`src/rtl/memory_port_arbiter_pkg.sv`:
```
// Shared types for the memory port arbiter: memory mode encoding, arbiter state and read owner.
// The mode enum mirrors MemoryModesPackage so command fields pass straight through to Memory.
package memory_port_arbiter_pkg;

    typedef enum logic [2:0] {
        ReadWriteMode_NONE = 3'd0,
        WORD               = 3'd1,
        HALFWORD           = 3'd2,
        BYTE               = 3'd3,
        WORDLEFT           = 3'd4,
        WORDRIGHT          = 3'd5
    } ReadWriteMode_t;

    typedef enum logic [1:0] {
        ARB_PREF_CPU   = 2'd0,
        ARB_PREF_DBG   = 2'd1,
        ARB_DBG_LOCKED = 2'd2
    } ArbState_t;

    typedef enum logic {
        OWNER_CPU = 1'b0,
        OWNER_DBG = 1'b1
    } MemOwner_t;

    typedef struct packed {
        logic      valid;
        MemOwner_t owner;
    } rd_tag_t;

    localparam rd_tag_t TAG_IDLE = '{valid: 1'b0, owner: OWNER_CPU};

    function automatic logic is_read(input ReadWriteMode_t mode);
        return mode != ReadWriteMode_NONE;
    endfunction

endpackage

```
`src/rtl/memory_port_arbiter_if.sv`:
```
// Requester and Memory-side bus of the memory port arbiter.
// dbg_lock exists only when MEM_ARB_LOCK_EN is defined.
interface memory_port_arbiter_if
    import memory_port_arbiter_pkg::*;
#(
    parameter int ADDR_W = 32,
    parameter int DATA_W = 32
) ();

    logic                cpu_req;
    logic [ADDR_W-1:0]   cpu_address;
    logic [DATA_W-1:0]   cpu_data;
    ReadWriteMode_t      cpu_writeMode;
    ReadWriteMode_t      cpu_readMode;
    logic                cpu_unsignedLoad;
    logic                cpu_grant;
    logic                cpu_rvalid;
    logic [DATA_W-1:0]   cpu_rdata;

    logic                dbg_req;
    logic [ADDR_W-1:0]   dbg_address;
    logic [DATA_W-1:0]   dbg_data;
    ReadWriteMode_t      dbg_writeMode;
    ReadWriteMode_t      dbg_readMode;
    logic                dbg_unsignedLoad;
    logic                dbg_grant;
    logic                dbg_rvalid;
    logic [DATA_W-1:0]   dbg_rdata;
`ifdef MEM_ARB_LOCK_EN
    logic                dbg_lock;
`endif

    logic [ADDR_W-1:0]   mem_address;
    logic [DATA_W-1:0]   mem_data;
    ReadWriteMode_t      mem_writeMode;
    ReadWriteMode_t      mem_readMode;
    logic                mem_unsignedLoad;
    logic [DATA_W-1:0]   mem_dataOutput;

    // Arbiter side.
    modport slave (
`ifdef MEM_ARB_LOCK_EN
        input  dbg_lock,
`endif
        input  cpu_req, cpu_address, cpu_data, cpu_writeMode, cpu_readMode, cpu_unsignedLoad,
        output cpu_grant, cpu_rvalid, cpu_rdata,
        input  dbg_req, dbg_address, dbg_data, dbg_writeMode, dbg_readMode, dbg_unsignedLoad,
        output dbg_grant, dbg_rvalid, dbg_rdata,
        output mem_address, mem_data, mem_writeMode, mem_readMode, mem_unsignedLoad,
        input  mem_dataOutput
    );

    // Requesters and Memory side.
    modport master (
`ifdef MEM_ARB_LOCK_EN
        output dbg_lock,
`endif
        output cpu_req, cpu_address, cpu_data, cpu_writeMode, cpu_readMode, cpu_unsignedLoad,
        input  cpu_grant, cpu_rvalid, cpu_rdata,
        output dbg_req, dbg_address, dbg_data, dbg_writeMode, dbg_readMode, dbg_unsignedLoad,
        input  dbg_grant, dbg_rvalid, dbg_rdata,
        input  mem_address, mem_data, mem_writeMode, mem_readMode, mem_unsignedLoad,
        output mem_dataOutput
    );

endinterface

```
`src/rtl/memory_port_arbiter_tracker.sv`:
```
// Two-stage read tag pipeline matching Memory's fixed read latency; the exiting tag
// selects which requester sees rvalid and the returned data.
module memory_read_tracker
    import memory_port_arbiter_pkg::*;
(
    input  logic      clk,
    input  logic      rst,
    input  logic      push_valid_i,
    input  MemOwner_t push_owner_i,
    output logic      cpu_rvalid_o,
    output logic      dbg_rvalid_o,
    output MemOwner_t rdata_sel_o
);

    rd_tag_t stage0_q, stage0_d;
    rd_tag_t stage1_q, stage1_d;

    // Shift next-state.
    always_comb begin
        stage0_d = TAG_IDLE;
        stage1_d = stage0_q;
        stage0_d.valid = push_valid_i;
        stage0_d.owner = push_owner_i;
    end

    // Tag registers, cleared synchronously so in-flight reads are dropped.
    always_ff @(posedge clk) begin
        if (!rst) begin
            stage0_q <= TAG_IDLE;
            stage1_q <= TAG_IDLE;
        end else begin
            stage0_q <= stage0_d;
            stage1_q <= stage1_d;
        end
    end

    assign cpu_rvalid_o = stage1_q.valid && (stage1_q.owner == OWNER_CPU);
    assign dbg_rvalid_o = stage1_q.valid && (stage1_q.owner == OWNER_DBG);
    assign rdata_sel_o  = stage1_q.owner;

endmodule

```
`src/rtl/memory_port_arbiter.sv`:
```
// Round-robin arbiter sharing Memory's data port between the CPU and debug requesters.
// Define MEM_ARB_LOCK_EN to add dbg_lock and the debug-locked state.
module memory_port_arbiter
    import memory_port_arbiter_pkg::*;
#(
    parameter int ADDR_W = 32,
    parameter int DATA_W = 32
) (
    input logic                  clk,
    input logic                  rst,
    memory_port_arbiter_if.slave bus
);

    ArbState_t         state_q, state_d;
    ArbState_t         dbg_next_s;
    logic              cpu_grant_s, dbg_grant_s, any_grant_s;

    logic [ADDR_W-1:0] sel_address_s;
    logic [DATA_W-1:0] sel_data_s;
    ReadWriteMode_t    sel_write_s, sel_read_s;
    logic              sel_unsigned_s;
    MemOwner_t         sel_owner_s;

    logic [ADDR_W-1:0] mem_address_q, mem_address_d;
    logic [DATA_W-1:0] mem_data_q, mem_data_d;
    ReadWriteMode_t    mem_write_q, mem_write_d;
    ReadWriteMode_t    mem_read_q, mem_read_d;
    logic              mem_unsigned_q, mem_unsigned_d;

    logic              cpu_rvalid_s, dbg_rvalid_s;
    MemOwner_t         rdata_sel_s;

    // State reached after a debug grant.
    always_comb begin
`ifdef MEM_ARB_LOCK_EN
        dbg_next_s = bus.dbg_lock ? ARB_DBG_LOCKED : ARB_PREF_CPU;
`else
        dbg_next_s = ARB_PREF_CPU;
`endif
    end

    // Grant decode and next state; grants are held off while in reset.
    always_comb begin
        cpu_grant_s = 1'b0;
        dbg_grant_s = 1'b0;
        state_d     = state_q;
        if (!rst) begin
            state_d = ARB_PREF_CPU;
        end else begin
            case (state_q)
                ARB_PREF_CPU: begin
                    cpu_grant_s = bus.cpu_req;
                    dbg_grant_s = bus.dbg_req & ~bus.cpu_req;
                end
                ARB_PREF_DBG: begin
                    dbg_grant_s = bus.dbg_req;
                    cpu_grant_s = bus.cpu_req & ~bus.dbg_req;
                end
`ifdef MEM_ARB_LOCK_EN
                ARB_DBG_LOCKED: begin
                    dbg_grant_s = bus.dbg_req;
                end
`endif
                default: begin
                    cpu_grant_s = 1'b0;
                    dbg_grant_s = 1'b0;
                end
            endcase

            if (cpu_grant_s) begin
                state_d = ARB_PREF_DBG;
            end else if (dbg_grant_s) begin
                state_d = dbg_next_s;
            end else begin
                state_d = state_q;
            end
        end
    end

    // Arbiter state register.
    always_ff @(posedge clk) begin
        if (!rst) begin
            state_q <= ARB_PREF_CPU;
        end else begin
            state_q <= state_d;
        end
    end

    assign any_grant_s = cpu_grant_s | dbg_grant_s;

    // Winning command mux.
    always_comb begin
        sel_address_s  = bus.cpu_address;
        sel_data_s     = bus.cpu_data;
        sel_write_s    = bus.cpu_writeMode;
        sel_read_s     = bus.cpu_readMode;
        sel_unsigned_s = bus.cpu_unsignedLoad;
        sel_owner_s    = OWNER_CPU;
        if (dbg_grant_s) begin
            sel_address_s  = bus.dbg_address;
            sel_data_s     = bus.dbg_data;
            sel_write_s    = bus.dbg_writeMode;
            sel_read_s     = bus.dbg_readMode;
            sel_unsigned_s = bus.dbg_unsignedLoad;
            sel_owner_s    = OWNER_DBG;
        end else begin
            sel_owner_s    = OWNER_CPU;
        end
    end

    // Memory command next-state: idle cycles keep address/data but issue no access.
    always_comb begin
        mem_address_d  = mem_address_q;
        mem_data_d     = mem_data_q;
        mem_write_d    = ReadWriteMode_NONE;
        mem_read_d     = ReadWriteMode_NONE;
        mem_unsigned_d = mem_unsigned_q;
        if (any_grant_s) begin
            mem_address_d  = sel_address_s;
            mem_data_d     = sel_data_s;
            mem_write_d    = sel_write_s;
            mem_read_d     = sel_read_s;
            mem_unsigned_d = sel_unsigned_s;
        end else begin
            mem_write_d    = ReadWriteMode_NONE;
            mem_read_d     = ReadWriteMode_NONE;
        end
    end

    // Registered command towards Memory.
    always_ff @(posedge clk) begin
        if (!rst) begin
            mem_address_q  <= {ADDR_W{1'b0}};
            mem_data_q     <= {DATA_W{1'b0}};
            mem_write_q    <= ReadWriteMode_NONE;
            mem_read_q     <= ReadWriteMode_NONE;
            mem_unsigned_q <= 1'b0;
        end else begin
            mem_address_q  <= mem_address_d;
            mem_data_q     <= mem_data_d;
            mem_write_q    <= mem_write_d;
            mem_read_q     <= mem_read_d;
            mem_unsigned_q <= mem_unsigned_d;
        end
    end

    memory_read_tracker u_tracker (
        .clk          (clk),
        .rst          (rst),
        .push_valid_i (any_grant_s && is_read(sel_read_s)),
        .push_owner_i (sel_owner_s),
        .cpu_rvalid_o (cpu_rvalid_s),
        .dbg_rvalid_o (dbg_rvalid_s),
        .rdata_sel_o  (rdata_sel_s)
    );

    assign bus.cpu_grant        = cpu_grant_s;
    assign bus.dbg_grant        = dbg_grant_s;
    assign bus.cpu_rvalid       = cpu_rvalid_s;
    assign bus.dbg_rvalid       = dbg_rvalid_s;
    // Memory data is only forwarded to the owner of the returning read.
    assign bus.cpu_rdata        = (cpu_rvalid_s && rdata_sel_s == OWNER_CPU) ? bus.mem_dataOutput : {DATA_W{1'b0}};
    assign bus.dbg_rdata        = (dbg_rvalid_s && rdata_sel_s == OWNER_DBG) ? bus.mem_dataOutput : {DATA_W{1'b0}};
    assign bus.mem_address      = mem_address_q;
    assign bus.mem_data         = mem_data_q;
    assign bus.mem_writeMode    = mem_write_q;
    assign bus.mem_readMode     = mem_read_q;
    assign bus.mem_unsignedLoad = mem_unsigned_q;

endmodule
```
`src/flat_wrapper.sv`:
```
// flat-port wrapper written by rule: the top's interface ports become plain ports
module memory_port_arbiter_flat import memory_port_arbiter_pkg::*;
#(
    parameter int ADDR_W = 32,
    parameter int DATA_W = 32
)
  (clk, rst, bus_cpu_req, bus_cpu_address, bus_cpu_data, bus_cpu_writeMode, bus_cpu_readMode, bus_cpu_unsignedLoad, bus_cpu_grant, bus_cpu_rvalid, bus_cpu_rdata, bus_dbg_req, bus_dbg_address, bus_dbg_data, bus_dbg_writeMode, bus_dbg_readMode, bus_dbg_unsignedLoad, bus_dbg_grant, bus_dbg_rvalid, bus_dbg_rdata, bus_mem_address, bus_mem_data, bus_mem_writeMode, bus_mem_readMode, bus_mem_unsignedLoad, bus_mem_dataOutput);
  memory_port_arbiter_if #(.ADDR_W(ADDR_W), .DATA_W(DATA_W)) bus_i ();
  input logic clk;
  input logic rst;
  input wire logic [$bits(bus_i.cpu_req)-1:0] bus_cpu_req;
  input wire logic [$bits(bus_i.cpu_address)-1:0] bus_cpu_address;
  input wire logic [$bits(bus_i.cpu_data)-1:0] bus_cpu_data;
  input wire logic [$bits(bus_i.cpu_writeMode)-1:0] bus_cpu_writeMode;
  input wire logic [$bits(bus_i.cpu_readMode)-1:0] bus_cpu_readMode;
  input wire logic [$bits(bus_i.cpu_unsignedLoad)-1:0] bus_cpu_unsignedLoad;
  output wire logic [$bits(bus_i.cpu_grant)-1:0] bus_cpu_grant;
  output wire logic [$bits(bus_i.cpu_rvalid)-1:0] bus_cpu_rvalid;
  output wire logic [$bits(bus_i.cpu_rdata)-1:0] bus_cpu_rdata;
  input wire logic [$bits(bus_i.dbg_req)-1:0] bus_dbg_req;
  input wire logic [$bits(bus_i.dbg_address)-1:0] bus_dbg_address;
  input wire logic [$bits(bus_i.dbg_data)-1:0] bus_dbg_data;
  input wire logic [$bits(bus_i.dbg_writeMode)-1:0] bus_dbg_writeMode;
  input wire logic [$bits(bus_i.dbg_readMode)-1:0] bus_dbg_readMode;
  input wire logic [$bits(bus_i.dbg_unsignedLoad)-1:0] bus_dbg_unsignedLoad;
  output wire logic [$bits(bus_i.dbg_grant)-1:0] bus_dbg_grant;
  output wire logic [$bits(bus_i.dbg_rvalid)-1:0] bus_dbg_rvalid;
  output wire logic [$bits(bus_i.dbg_rdata)-1:0] bus_dbg_rdata;
  output wire logic [$bits(bus_i.mem_address)-1:0] bus_mem_address;
  output wire logic [$bits(bus_i.mem_data)-1:0] bus_mem_data;
  output wire logic [$bits(bus_i.mem_writeMode)-1:0] bus_mem_writeMode;
  output wire logic [$bits(bus_i.mem_readMode)-1:0] bus_mem_readMode;
  output wire logic [$bits(bus_i.mem_unsignedLoad)-1:0] bus_mem_unsignedLoad;
  input wire logic [$bits(bus_i.mem_dataOutput)-1:0] bus_mem_dataOutput;
  assign bus_i.cpu_req = bus_cpu_req;
  assign bus_i.cpu_address = bus_cpu_address;
  assign bus_i.cpu_data = bus_cpu_data;
  assign bus_i.cpu_writeMode = bus_cpu_writeMode;
  assign bus_i.cpu_readMode = bus_cpu_readMode;
  assign bus_i.cpu_unsignedLoad = bus_cpu_unsignedLoad;
  assign bus_cpu_grant = bus_i.cpu_grant;
  assign bus_cpu_rvalid = bus_i.cpu_rvalid;
  assign bus_cpu_rdata = bus_i.cpu_rdata;
  assign bus_i.dbg_req = bus_dbg_req;
  assign bus_i.dbg_address = bus_dbg_address;
  assign bus_i.dbg_data = bus_dbg_data;
  assign bus_i.dbg_writeMode = bus_dbg_writeMode;
  assign bus_i.dbg_readMode = bus_dbg_readMode;
  assign bus_i.dbg_unsignedLoad = bus_dbg_unsignedLoad;
  assign bus_dbg_grant = bus_i.dbg_grant;
  assign bus_dbg_rvalid = bus_i.dbg_rvalid;
  assign bus_dbg_rdata = bus_i.dbg_rdata;
  assign bus_mem_address = bus_i.mem_address;
  assign bus_mem_data = bus_i.mem_data;
  assign bus_mem_writeMode = bus_i.mem_writeMode;
  assign bus_mem_readMode = bus_i.mem_readMode;
  assign bus_mem_unsignedLoad = bus_i.mem_unsignedLoad;
  assign bus_i.mem_dataOutput = bus_mem_dataOutput;
  memory_port_arbiter #(.ADDR_W(ADDR_W), .DATA_W(DATA_W)) u_core (.clk(clk), .rst(rst), .bus(bus_i));
endmodule
```
`config.mk`:
```
export PLATFORM = sky130hd
export DESIGN_NAME = memory_port_arbiter_flat
export DESIGN_NICKNAME = d
export VERILOG_FILES = /design/src/rtl/memory_port_arbiter_pkg.sv /design/src/rtl/memory_port_arbiter_if.sv /design/src/rtl/memory_port_arbiter_tracker.sv /design/src/rtl/memory_port_arbiter.sv /design/src/flat_wrapper.sv
export SDC_FILE = /design/constraint.sdc
export NUM_CORES = 1
export LEC_CHECK = 0
export CAP_MARGIN = 15
export CORE_AREA = 2 2 123 125
export DETAILED_ROUTE_END_ITERATION = 8
export DIE_AREA = 0 0 125 127
export PLACE_DENSITY = 0.75
export SKIP_LAST_GASP = 1
export SYNTH_ARGS = -nofsm -noshare
export SYNTH_HDL_FRONTEND = slang
export SYNTH_SLANG_ARGS = --single-unit
```
`constraint.sdc`:
```
create_clock -name clk -period 1.2 [get_ports clk]
set_input_delay 0.24 -clock clk [delete_from_list [all_inputs] [get_ports clk]]
set_output_delay 0.24 -clock clk [all_outputs]
set_load 0.02 [all_outputs]
```
# Yosys cells after proc, flatten, opt, wreduce, memory -nomap -nowiden
# Cells that the tools add are included.
dict set report totals {
  reg_bits 76
  output_inout_bits 139
}
dict set report op_classes {
  reduce_logical 9
  muxes 16
  bitwise 6
}
# op count
set op_table {}
lappend op_table {{32-bit two-way mux} 4}
lappend op_table {{1-bit two-way mux} 8}
lappend op_table {{3-bit two-way mux} 2}
lappend op_table {{1-bit logical AND} 5}
lappend op_table {{1-bit case mux with 2 select lines} 2}
lappend op_table {{1-bit inverter} 3}
lappend op_table {{3-bit nonzero test} 1}
lappend op_table {{1-bit bitwise AND} 2}
lappend op_table {{2-bit zero test} 1}
lappend op_table {{2-bit AND reduction} 1}
lappend op_table {{2-bit nonzero test} 1}
lappend op_table {{1-bit bitwise OR} 1}

# Longest topological paths before layout
dict set report logic_depth {
  word_depth 8
  depth_mapped 6
  ltp_nobuf 3
}

# Cells and area by module
# A second synthesis with hierarchy kept.
dict set report hier_totals {
  hier_cells 464
  hier_area_um2 3402.0
}
# mod area_per_inst_um2 cells_each instances seq_area_each_um2
set by_module_without_submodules {}
lappend by_module_without_submodules {memory_port_arbiter 3284.4 454 1 1441.4}
lappend by_module_without_submodules {memory_read_tracker 117.6 10 1 80.1}

# Least setup slack after synthesis
# No wires, ideal clock.
dict set report synth_path {
  kind {reg-to-output}
  from {reg u_core.u_tracker.stage1_q[1] in the netlist's numbering}
  to {out bus_cpu_rdata[16]}
  path_buffers 1
  t_required_ns 0.960
  path_stages_with_launch 4
  path_slack_ns -0.156
  arrival_ns 1.116
  path_cell_list {dfxtp_1 nor2b_1 buf_2 and2_1}
}
dict set report synth_via {
  elab_chain_cells 3
}
# item line
set synth_lines {}
lappend synth_lines {{start: declaration} memory_port_arbiter_tracker.sv:16} ;# rd_tag_t stage1_q, stage1_d;
lappend synth_lines {{start signal: assignment} memory_port_arbiter_tracker.sv:33} ;# stage1_q <= stage1_d;
lappend synth_lines {{1-bit logical AND} memory_port_arbiter_tracker.sv:37} ;# assign cpu_rvalid_o = stage1_q.valid && (stage1_q.owner == OWNER_CPU);
lappend synth_lines {{via bus_cpu_rvalid} flat_wrapper.sv:18} ;# output wire logic [$bits(bus_i.cpu_rvalid)-1:0] bus_cpu_rvalid;
lappend synth_lines {{1-bit logical AND} memory_port_arbiter.sv:162} ;# assign bus.cpu_rdata = (cpu_rvalid_s && rdata_sel_s == OWNER_CPU) ? bus.mem_dataOutput : {DATA_W{1'b0}};
lappend synth_lines {{32-bit two-way mux} memory_port_arbiter.sv:162}
lappend synth_lines {{end: declaration} flat_wrapper.sv:19} ;# output wire logic [$bits(bus_i.cpu_rdata)-1:0] bus_cpu_rdata;
# The timed path passes the listed nets, and every way through them passes these cells.

# Final worst setup path
dict set report layout_path {
  from {reg u_core.u_tracker.stage1_q[1] in the netlist's numbering}
  to {out bus_cpu_rdata[31]}
}
dict set report layout_via {
  elab_chain_cells 3
}
# item line
set layout_lines {}
lappend layout_lines {{1-bit logical AND} memory_port_arbiter_tracker.sv:37}
lappend layout_lines {{1-bit logical AND} memory_port_arbiter.sv:162}
lappend layout_lines {{32-bit two-way mux} memory_port_arbiter.sv:162}
# No other way between the ends.

==> key figures <==
Clock tree
  – Worst-path clk slew: 0.06 ns
  – CTS Root Buffer Type: clkbuf_16
  – Clock Sinks: 76
  – Clock Path Buffers: 2
  – CTS tree: yes
  – CTS Hold Buffers Added: 0
  – H-tree levels: 3
  – Worst skew pair latency: 0.34 ns
  – Num CTS Buffers: 9

Timing
  – Slew headroom: 71.2%
  – Worst Skew: 0.00710 ns
  – Min cycle time layout: 1.57 ns
  – Final setup TNS: -29.82 ns
  – Worst hold slack: 0.363 ns
  – RSZ-0062 raised after global routing: yes
  – Max Fclk: 636 MHz
  – Slew @ Worst Pin: 0.432 ns
  – Final Hold Fails: 0
  – Final worst slack: -0.373 ns
  – Final cycle utilization of the critical path: 131%
  – Final setup fails: 139
  – Pins over their slew limit: 0

Layout
  – Area growth, synth to finish: 135%
  – Post-route design area: 9000 µm²
  – Final net count: 1006
  – Layout cells sized above 1: 43.9%

Floorplan
  – Placeable Area: 14400 µm²
  – Die footprint: 15900 µm²
  – Site row count: 44
  – Chip width: 125 µm
  – Die height: 127 µm
  – Starting Density: 26.6%
  – IO Count: 317

Setup path
  – Crit-path slowest cell: dfxtp_2
  – Crit-path max FO: 22
  – Crit path cell chain: nor2b_4 > buf_12 > and2_2 > buf_4
  – Crit end category: output pin
  – Worst path arrival time: 1.33 ns
  – Critical setup path kind: flip-flop to output pin
  – Crit Reg-Reg Startpoint: u_core.state_q[0]
  – Worst path max stage delay: 0.35 ns
  – Crit path buf inv count: 2
  – Register-to-register setup slack: -0.20 ns
  – Delay-heaviest family, CP: flip-flops
  – RR Endpoint: u_core.bus.mem_address[13]
  – Startpoint Class: flip-flop
  – Req. time, crit path: 0.96 ns
  – R2r worst-path depth: 6

Synth
  – Synth cell count leaders: o21ai_1 (94), dfxtp_1 (76), a21oi_1 (70)
  – Post-synth top area cell: dfxtp_1
  – Distinct cells, synth: 25
  – Mapped Area: 3830 µm²
  – Share of the synthesized area in the top cell type: 39.7%
  – Synth top area cells: dfxtp_1 (40%), o21ai_1 (12%), a31oi_1 (11%)
  – Yosys warning count: 0
  – Syn avg cell area: 7.76 µm²
  – Register area share after synthesis: 39.7%
  – Synth Instances: 494
  – Most used DFF post-synth: dfxtp_1
  – Post-synth net total: 672
  – FF+latch count, synth: 76
  – Count leader, synth: o21ai_1
  – FFs w/ async S/R, synth: 0%
  – EDFF count, synth: 0

Placed design
  – Placed wire-length estimate: 12900 µm
  – Routability cong.: 0.834
  – PortBufs: 316
  – Post-DP Area: 7360 µm²

Pwr
  – P_int: 6.31 mW
  – Leak: 3.56 nW
  – Clock network fraction of total power: 34.6%
  – Switching power: 2.80 mW
  – Power per cell area: 1010 nW/µm²
  – Combinational power share: 34.4%
  – Sequential share of power: 31.0%
  – Maximum VDD drop: 0.836 mV
  – Switching part of the total power: 30.8%

Worst hold path
  – Hold Path Origin: rst
  – Hold Path Class: input pin to flip-flop
  – Hold Path Cell Cnt: 3
  – Worst Hold Endpoint: u_core.u_tracker.stage1_q[1]

Drt
  – Drt drc: 0
  – 1st-pass router iterations: 4
  – Post-Route WL: 22600 µm
  – Avg WL per Cell: 22.2 µm
  – Vias per cell: 5.40
  – Vias: 5499
  – Antenna Nets Post-Route: 0
  – DRT iter0 DRCs: 293

GRT
  – Initial antenna violation count: 2
  – First-pass GRT wire length: 29600 µm
  – Met3 Usage GRT: 5.90%
  – GR peak layer: met2
  – GR Layer Usage met1: 26.8%
  – GRT overflow: 0
  – Total GRT Usage: 23.8%
  – Largest net degree at the start of global routing: 46
  – Grt met2 use: 43.4%
  – Number of global-route vias before repair: 5117

Flow run
  – Max-cap viol count: 0

Run status
  – Status: finished, violations left
  – Failing checks: negative setup slack
==> power by group through the flow <==
stage | Clock (mW) | Combinational, mW | Sequential, mW
5_1_grt | 3.29 | 3.28 | 2.85
3_5_place_dp | 0 | 2.36 | 2.88
3_3_place_gp | 0 | 2.34 | 2.87
6_report | 3.15 | 3.13 | 2.83
2_1_floorplan | 0 | 0.765 | 3.10
4_1_cts | 3.20 | 2.68 | 2.82
==> routing by layer <==
| layer | wire (µm) | vias up |
|---|---|---|
| li1 | - | 2527 |
| met1 | 8400 | 2601 |
| met2 | 11700 | 304 |
| met3 | 1610 | 67 |
| met4 | 940 | 0 |
| met5 | 0 | - |
==> sequential cells by signal, indices dropped and copies added, names as in the netlist <==
signal,cells
u_core.bus.mem_data,32
u_core.u_tracker.rdata_sel_o,1
u_core.u_tracker.stage0_q,2
u_core.bus.mem_address,32
u_core.state_q,1
u_core.bus.mem_writeMode,3
u_core.bus.mem_unsignedLoad,1
u_core.u_tracker.stage1_q,1
u_core.bus.mem_readMode,3
==> worst register-to-register path, stage by stage, from the launching register on <==
cell and delay [ns]:
dfxtp_4 0.35, buf_6 0.11, nand2b_4 0.22, buf_6 0.18, buf_16 0.15, a31oi_1 0.19, a21oi_1 0.09
==> worst max path at each step <==
stage | startpoint | to | slack, ns | cells after the start
floorplan | u_core.u_tracker.stage1_q[1] | bus_cpu_rdata[0] | -0.02 | 3
global placement | bus_cpu_req | bus_cpu_grant | -0.76 | 4
detailed placement | bus_cpu_req | bus_cpu_grant | -0.77 | 4
CTS | u_core.u_tracker.stage1_q[1] | bus_cpu_rdata[31] | -0.39 | 4
global route | u_core.u_tracker.stage1_q[1] | bus_cpu_rdata[26] | -0.44 | 4
finish | u_core.u_tracker.stage1_q[1] | bus_cpu_rdata[31] | -0.37 | 4
==> layout by cell type, fill, tap and decap left out, types with 2 or more instances in the layout <==
master           Yosys  layout
buf_4                5      71
nor2b_4              0       2
clkbuf_16            0      17
and2_2               0      28
clkdlybuf4s15_2      0      20
clkbuf_2             3       2
o21ai_0             39      38
a22o_1               3       3
o21ai_1             94      88
clkinvlp_4           0       2
a31oi_4              0      49
buf_8                0       2
and2_1              36       8
a21oi_2              0      40
o21ai_4              0       4
buf_6                5      12
a31oi_1             65      16
nand2_1              2       2
buf_2               31      65
dfxtp_1             76      73
diode_2              0       2
a21oi_1             70      29
buf_12               0      22
nand3_2              0       3
bufinv_16            0       3
o21ai_2              1       4
dfxtp_4              0       2
buf_16               0       8
and3_1              32      31
clkdlybuf4s50_1      0     174
==> logic make-up (layout without fill, tap and decap cells) <==
| family | count (synthesis) | in the layout | share of synthesized area [%] |
|---|---|---|---|
| AO/OA/AOI/OAI | 275 | 275 | 38.8 |
| AND/OR/NAND/NOR | 80 | 80 | 12.7 |
| flip-flops | 76 | 76 | 39.7 |
| buffers and inverters | 63 | 401 | 8.75 |
| other | 0 | 2 | 0 |
==> cell type report <==
type	instances	area, µm²
multi-input cells	355	3020
clock buffers	9	225
inverters	1	3.75
well taps	184	230
fillers	1180	5430
clock inverters	6	114
flip-flops and latches	76	1530
diodes	2	5.00
repair buffers	385	3870
==> metrics by stage <==
stage	setup slack, ns	power (mW)	instances	util, %
6_report	-0.373	9.11	1018	62.4
5_1_grt	-0.440	9.42	1018	62.4
4_1_cts	-0.387	8.70	999	57.7
3_5_place_dp	-0.770	5.23	968	51.0
3_3_place_gp	-0.761	5.21	968	51.0
2_1_floorplan	-0.0158	3.86	494	-
==> repair_timing <==
item                                    CTS  global route
setup buffers                             6             7
gates resized for setup                 535           175
pin swaps                               105            36
gates cloned                             10            13
endpoints found under the setup margin  204           179
No activity file was read; power rests on OpenSTA's default activity.
